`src/rtl/seq_mdu.sv`:
```
// seq_mdu: sequential multiply/divide unit.
//   Iterates on operand magnitudes: one shift-add (multiply) or one restoring
//   shift-subtract (divide) step per cycle. Sign fix-up is applied when the
//   result is registered on entry to FIN.
//
//   Optional build macro: MDU_EARLY_OUT_EN
//     When defined, a multiply finishes as soon as the remaining multiplier
//     magnitude bits are all zero (at least one step is always taken).
//     Divide timing is the same in both builds.
//
// Ports
//   clk    in   clock, rising edge
//   rst    in   asynchronous reset, active high
//   start  in   request pulse; accepted in IDLE or FIN, ignored in CALC
//   op     in   00 MULTU, 01 MULT, 10 DIVU, 11 DIV
//   a      in   multiplicand / dividend
//   b      in   multiplier / divisor
//   busy   out  operation in progress (CALC)
//   done   out  one-cycle pulse in FIN; hi/lo/dz valid
//   hi     out  product upper half / remainder
//   lo     out  product lower half / quotient
//   dz     out  divide-by-zero flag for the last result
//
// state | meaning
// IDLE  | waiting for start
// CALC  | iterating, one step per cycle
// FIN   | result registered, done pulses; start here chains a new op
module seq_mdu #(
  parameter int WIDTH = 32
) (
  input  logic             clk,
  input  logic             rst,
  input  logic             start,
  input  logic [1:0]       op,
  input  logic [WIDTH-1:0] a,
  input  logic [WIDTH-1:0] b,
  output logic             busy,
  output logic             done,
  output logic [WIDTH-1:0] hi,
  output logic [WIDTH-1:0] lo,
  output logic             dz
);

  localparam int CW = $clog2(WIDTH + 1);
  localparam logic [CW-1:0] CNT_INIT = CW'(WIDTH);

  typedef enum logic [1:0] {
    IDLE = 2'd0,
    CALC = 2'd1,
    FIN  = 2'd2
  } state_t;

  state_t state, state_nxt;

  logic [2*WIDTH-1:0] acc;     // product, or {remainder, dividend/quotient}
  logic [2*WIDTH-1:0] mcand;   // multiplicand magnitude, shifted left per step
  logic [WIDTH-1:0]   mplier;  // multiplier or divisor magnitude
  logic [CW-1:0]      cnt;     // steps remaining
  logic               is_div;
  logic               neg_q;   // negate product / quotient
  logic               neg_r;   // negate remainder (dividend was negative)
  logic               dz_pend;

  logic             accept;
  logic             fin_now;
  logic             early;
  logic             a_neg, b_neg;
  logic [WIDTH-1:0] a_mag, b_mag;

  assign a_neg = op[0] & a[WIDTH-1];
  assign b_neg = op[0] & b[WIDTH-1];
  assign a_mag = a_neg ? -a : a;
  assign b_mag = b_neg ? -b : b;

`ifdef MDU_EARLY_OUT_EN
  // cnt != CNT_INIT guarantees at least one step, so minimum latency is 2.
  assign early = !is_div && (cnt != CNT_INIT) && (mplier == '0);
`else
  assign early = 1'b0;
`endif

  assign accept  = start && (state != CALC);
  assign fin_now = (state == CALC) && (dz_pend || (cnt == '0) || early);

  assign busy = (state == CALC);
  assign done = (state == FIN);

  always_ff @(posedge clk or posedge rst) begin
    if (rst) state <= IDLE;
    else     state <= state_nxt;
  end

  always_comb begin
    state_nxt = state;
    case (state)
      IDLE:    if (start) state_nxt = CALC;
      CALC:    if (fin_now) state_nxt = FIN;
      FIN:     state_nxt = start ? CALC : IDLE;
      default: state_nxt = IDLE;
    endcase
  end

  // Restoring divide step: shift {rem, dividend} left, trial-subtract divisor
  // from the (WIDTH+1)-bit partial remainder.
  logic [WIDTH:0]     div_r;
  logic [WIDTH:0]     div_diff;
  logic [2*WIDTH-1:0] div_nxt;

  always_comb begin
    div_r    = acc[2*WIDTH-1:WIDTH-1];
    div_diff = div_r - {1'b0, mplier};
    if (!div_diff[WIDTH])
      div_nxt = {div_diff[WIDTH-1:0], acc[WIDTH-2:0], 1'b1};
    else
      div_nxt = {div_r[WIDTH-1:0], acc[WIDTH-2:0], 1'b0};
  end

  logic [2*WIDTH-1:0] prod_fix;
  logic [WIDTH-1:0]   quo_fix, rem_fix, dvd_fix;

  assign prod_fix = neg_q ? -acc : acc;
  assign quo_fix  = neg_q ? -acc[WIDTH-1:0] : acc[WIDTH-1:0];
  assign rem_fix  = neg_r ? -acc[2*WIDTH-1:WIDTH] : acc[2*WIDTH-1:WIDTH];
  // With a zero divisor no step runs, so acc still holds |a|; undoing the
  // magnitude recovers the original dividend.
  assign dvd_fix  = neg_r ? -acc[WIDTH-1:0] : acc[WIDTH-1:0];

  always_ff @(posedge clk or posedge rst) begin
    if (rst) begin
      acc     <= '0;
      mcand   <= '0;
      mplier  <= '0;
      cnt     <= '0;
      is_div  <= 1'b0;
      neg_q   <= 1'b0;
      neg_r   <= 1'b0;
      dz_pend <= 1'b0;
      hi      <= '0;
      lo      <= '0;
      dz      <= 1'b0;
    end else if (accept) begin
      is_div  <= op[1];
      neg_q   <= a_neg ^ b_neg;
      neg_r   <= a_neg;
      dz_pend <= op[1] && (b == '0);
      acc     <= op[1] ? {{WIDTH{1'b0}}, a_mag} : '0;
      mcand   <= {{WIDTH{1'b0}}, a_mag};
      mplier  <= b_mag;
      cnt     <= CNT_INIT;
    end else if (fin_now) begin
      if (dz_pend) begin
        hi <= dvd_fix;
        lo <= '1;
        dz <= 1'b1;
      end else if (is_div) begin
        hi <= rem_fix;
        lo <= quo_fix;
        dz <= 1'b0;
      end else begin
        hi <= prod_fix[2*WIDTH-1:WIDTH];
        lo <= prod_fix[WIDTH-1:0];
        dz <= 1'b0;
      end
    end else if (state == CALC) begin
      cnt <= cnt - 1'b1;
      if (is_div) begin
        acc <= div_nxt;
      end else begin
        if (mplier[0]) acc <= acc + mcand;
        mcand  <= mcand << 1;
        mplier <= mplier >> 1;
      end
    end
  end

endmodule

```
`config.mk`:
```
export PLATFORM = sky130hd
export DESIGN_NAME = seq_mdu
export DESIGN_NICKNAME = d
export VERILOG_FILES = /design/src/rtl/seq_mdu.sv
export SDC_FILE = /design/constraint.sdc
export NUM_CORES = 1
export LEC_CHECK = 0
export CORE_MARGIN = 3
export CORE_UTILIZATION = 25
export DETAILED_ROUTE_END_ITERATION = 6
export HOLD_SLACK_MARGIN = 0.06
export PLACE_DENSITY = 0.45
export SYNTH_ARGS = -nofsm -noshare
export SYNTH_HDL_FRONTEND = slang
export SYNTH_SLANG_ARGS = --single-unit
```
`constraint.sdc`:
```
create_clock -name clk -period 7.6 [get_ports clk]
set_input_delay 0.76 -clock clk [delete_from_list [all_inputs] [get_ports clk]]
set_output_delay 0.76 -clock clk [all_outputs]
set_load 0.1 [all_outputs]
```
==> key figures <==
Status
  • Outcome: finished clean

Routing
  • Wirelength per Cell: 21.62 µm
  • Final WL: 78,700 µm
  • Iteration-0 DRC count of the detailed router: between 1,500 and 2,000
  • Via count: around 20,000
  • Via/cell ratio: 5.352
  • Post-route ant nets: 0
  • Drt drc: 0
  • Pre-Repair DR Iteration Count: 6

Setup path
  • FF-to-FF setup slack: approximately 3.2 ns
  • FF-to-FF Start: acc[32]
  • Startpoint types: register
  • Worst reg2reg path depth: 11
  • Crit Path Category: register to register
  • Setup crit end kind: register
  • CP required: just over 8 ns
  • Crit Path Max Fanout: 16
  • R2r endpoint: acc[63]
  • Crit path DAT: a little under 5 ns

Logic synthesis
  • Mux share of post-synthesis cell area: 0.01366
  • Synth Warn #: 0
  • EDFF count, synth: 0
  • Main combinational cell family by area after synthesis: compound AO/OA/AOI/OAI gates
  • Async S/R FF share, synth: 1.000
  • Synth Area in Simple Gates: 0.2149
  • Synth cell types: 80
  • Cell Area, Synth: ~0.020 mm²
  • Number of synthesized register bits: 237
  • Sequential element share of the synthesized area: 0.3026
  • Post-Synth Adder-Cell Area: 0.06653
  • Top_reg_cell synth: dfrtp_1
  • Synth Area in XOR/XNOR: 0.1006
  • Synth Instances: 2,551
  • Synth Area in Compound Gates: 0.2556
  • Syn_nets: approximately 2,700
  • Avg Cell Area, Syn: 7.682 µm²

Timing
  • Final min period: approximately 4.4 ns
  • Endpoints failing setup: 0
  • Final hold vios: 0
  • Post-Route Skew: between 0.015 and 0.02 ns
  • Max-slew headroom: 0.2910
  • Fmax: ~230 MHz
  • Final worst slack: roughly 3.2 ns
  • Part of the cycle the worst path needs: 0.5777
  • Slew Viols, Final: 0
  • Slew @ Worst Pin: roughly 1.1 ns
  • RSZ-0062 raised after global routing: false
  • TNS Setup: 0 ns

Place
  • IO buf count: roughly 140
  • Detail Placement HPWL: ~60,000 µm
  • DP Worst Slack: roughly 3.3 ns
  • RD Place Congestion: between 0.8 and 0.9

Layout
  • P&R area growth vs syn: 16.95%
  • Layout cell share with drive strength beyond 1: 0.04767
  • Fillcell total: about 8,400
  • ANT cells: 0
  • Final #Nets: between 2,000 and 3,000
  • Core occupancy in the finished layout: 0.2954

Clock network
  • TritonCTS buffer count: 30
  • Clk pin slew, worst setup/hold paths: approximately 0.060 ns
  • Setup Buffers After CTS: 0
  • CTS tree: built
  • Post-CTS sizing: 0
  • CTS H-tree lvls: 1
  • Clk root buf: clkbuf_16
  • Clock latency at the later pin of the worst-skew pair: 0.59 ns
  • Bufs on Longest Clock Path: 3
  • Cts hold-fix bufs: 0
  • TritonCTS sink count: around 240

Flow run
  • Max_cap viols: 0

Global route
  • Initial antenna violation count: 0
  • Vias in the first global route: 18,810
  • Largest net degree at the start of global routing: roughly 130
  • First-pass GRT wire length: between 100,000 and 150,000 µm
  • Total gr overflow: 0
  • Total GRT Usage: 0.1868

Floorplan
  • I/O Pins: 136
  • Die height: roughly 290 µm
  • DIE WIDTH: roughly 290 µm
  • Core Area: between 0.07 and 0.08 mm²
  • Die area: slightly above 0.08 mm²
  • Row cnt: ~100
  • Starting Density: 0.2526

Min path
  • Hold endpoint: lo[2]
  • Hold Path Origin: lo[2]
  • Worst hold path depth: 2
  • Worst Hold Class: register to register
## flip-flops by register name, summed over array words and instances, names as in the netlist
register / flops
neg_q: 1
cnt: 6
state: 2
dz: 1
acc: 64
hi: 32
mplier: 32
dz_pend: 1
neg_r: 1
mcand: 64
lo: 32
is_div: 1
## Yosys cell counts (6+ instances only)
library cell / n / area (µm²)
nand2b_1: 21 / 131.4
o31ai_1: 36 / 270.3
nand2_1: 423 / 1588
o21a_1: 15 / 112.6
o21bai_1: 15 / 112.6
buf_1: 16 / 60.06
xnor2_1: 103 / 902.1
or2_2: 11 / 68.82
a31oi_1: 45 / 281.5
mux2i_1: 20 / 200.2
a22oi_1: 23 / 172.7
nand4_1: 31 / 193.9
nor2_1: 190 / 713.2
inv_1: 70 / 262.8
nor3_1: 40 / 200.2
clkbuf_1: 141 / 529.3
xor2_1: 122 / 1069
a221oi_1: 8 / 70.07
nor2b_1: 12 / 75.07
o211ai_1: 21 / 157.7
nand3_1: 46 / 230.2
and2_1: 9 / 56.30
and3_1: 48 / 300.3
or3_1: 27 / 168.9
nor4_1: 21 / 131.4
ha_1: 101 / 1264
o21ai_0: 191 / 955.9
o22ai_1: 17 / 106.4
a221o_1: 9 / 90.09
a21o_1: 43 / 322.8
or4_1: 13 / 97.59
a211oi_1: 16 / 120.1
a21oi_1: 263 / 1316
dfrtp_1: 237 / 5931
o41ai_1: 13 / 113.9
o221ai_1: 20 / 175.2
mux2_2: 6 / 67.56
nor3b_1: 9 / 67.56
## routing by layer
metal,vias up,global-route usage,share of wire
li1,9212,-,-
met5,-,0,0
met4,0,0.05182,0.028
met1,9568,0.2696,0.48
met3,99,0.02709,0.061
met2,607,0.2888,0.44
## placed cells by master, fill, tap and decap left out, types with 21 or more instances in the layout
cell / n
o31ai_1: 36
nor2_1: 185
xnor2_1: 103
buf_4: 25
nand4_1: 31
o21ai_0: 191
or3_1: 27
a31oi_1: 45
and3_1: 48
clkbuf_16: 31
nand2_1: 422
a21oi_1: 263
a21o_1: 43
nand3_1: 46
dfrtp_1: 235
inv_1: 69
nor3_1: 40
o211ai_1: 21
xor2_1: 122
nor4_1: 21
clkdlybuf4s50_1: 135
ha_1: 101
a22oi_1: 23
## worst max-delay path by stage
stage            start  endpoint  slack, ns  depth (start not counted)
6_report       acc[32]   acc[63]       3.21                         11
5_1_grt        acc[48]   acc[63]       2.90                         10
4_1_cts        acc[48]   acc[63]       3.29                         10
3_5_place_dp   acc[50]   acc[63]       3.30                         10
3_3_place_gp   acc[48]   acc[63]       3.38                         10
2_1_floorplan      rst    acc[0]       0.34                          1
## area by class of cell
cell class	instances	area, µm²	share of cell area
clock buffer	37	828.3	0.03614
clock inverter	16	222.7	0.009717
sequential	237	5933	0.2589
tap	1040	1301	0.05677
inverter	71	274.0	0.01196
timing repair buffer	161	1559	0.06802
multi-input combinational	2079	12800	0.5585
## stage by stage
stage               area [µm²]  hold slack, ns  instances
detailed placement       21870          0.4643       3588
global route             22920          0.5035       3641
global placement         21870          0.4596       3588
CTS                      22920          0.4793       3641
floorplan                19600          0.4585       2551
finish                   22920          0.4714       3641
## worst max-delay path, stage by stage (launching register included)
cell,delay (ns)
dfrtp_1,0.55
inv_1,0.22
fa_1,0.53
nor2b_1,0.24
o31ai_1,0.15
a31o_2,0.27
and3_1,0.19
o21ai_0,0.40
and3_1,0.88
a41oi_1,0.29
a2111o_1,0.50
o211ai_1,0.10
## cells by family (layout without fill, tap and decap cells)
family,after synthesis,count (layout)
AOI/OAI and AO/OA,803,803
xor gates and xnor gates,225,225
adders and majority gates,103,103
buffers and inverters,235,285
DFF,237,237
muxes,26,26
and+or+nand+nor,922,922
Power is left out: the tool's default activity adds up to more than one toggle a clock period on the data nets, which glitch-free logic cannot reach.
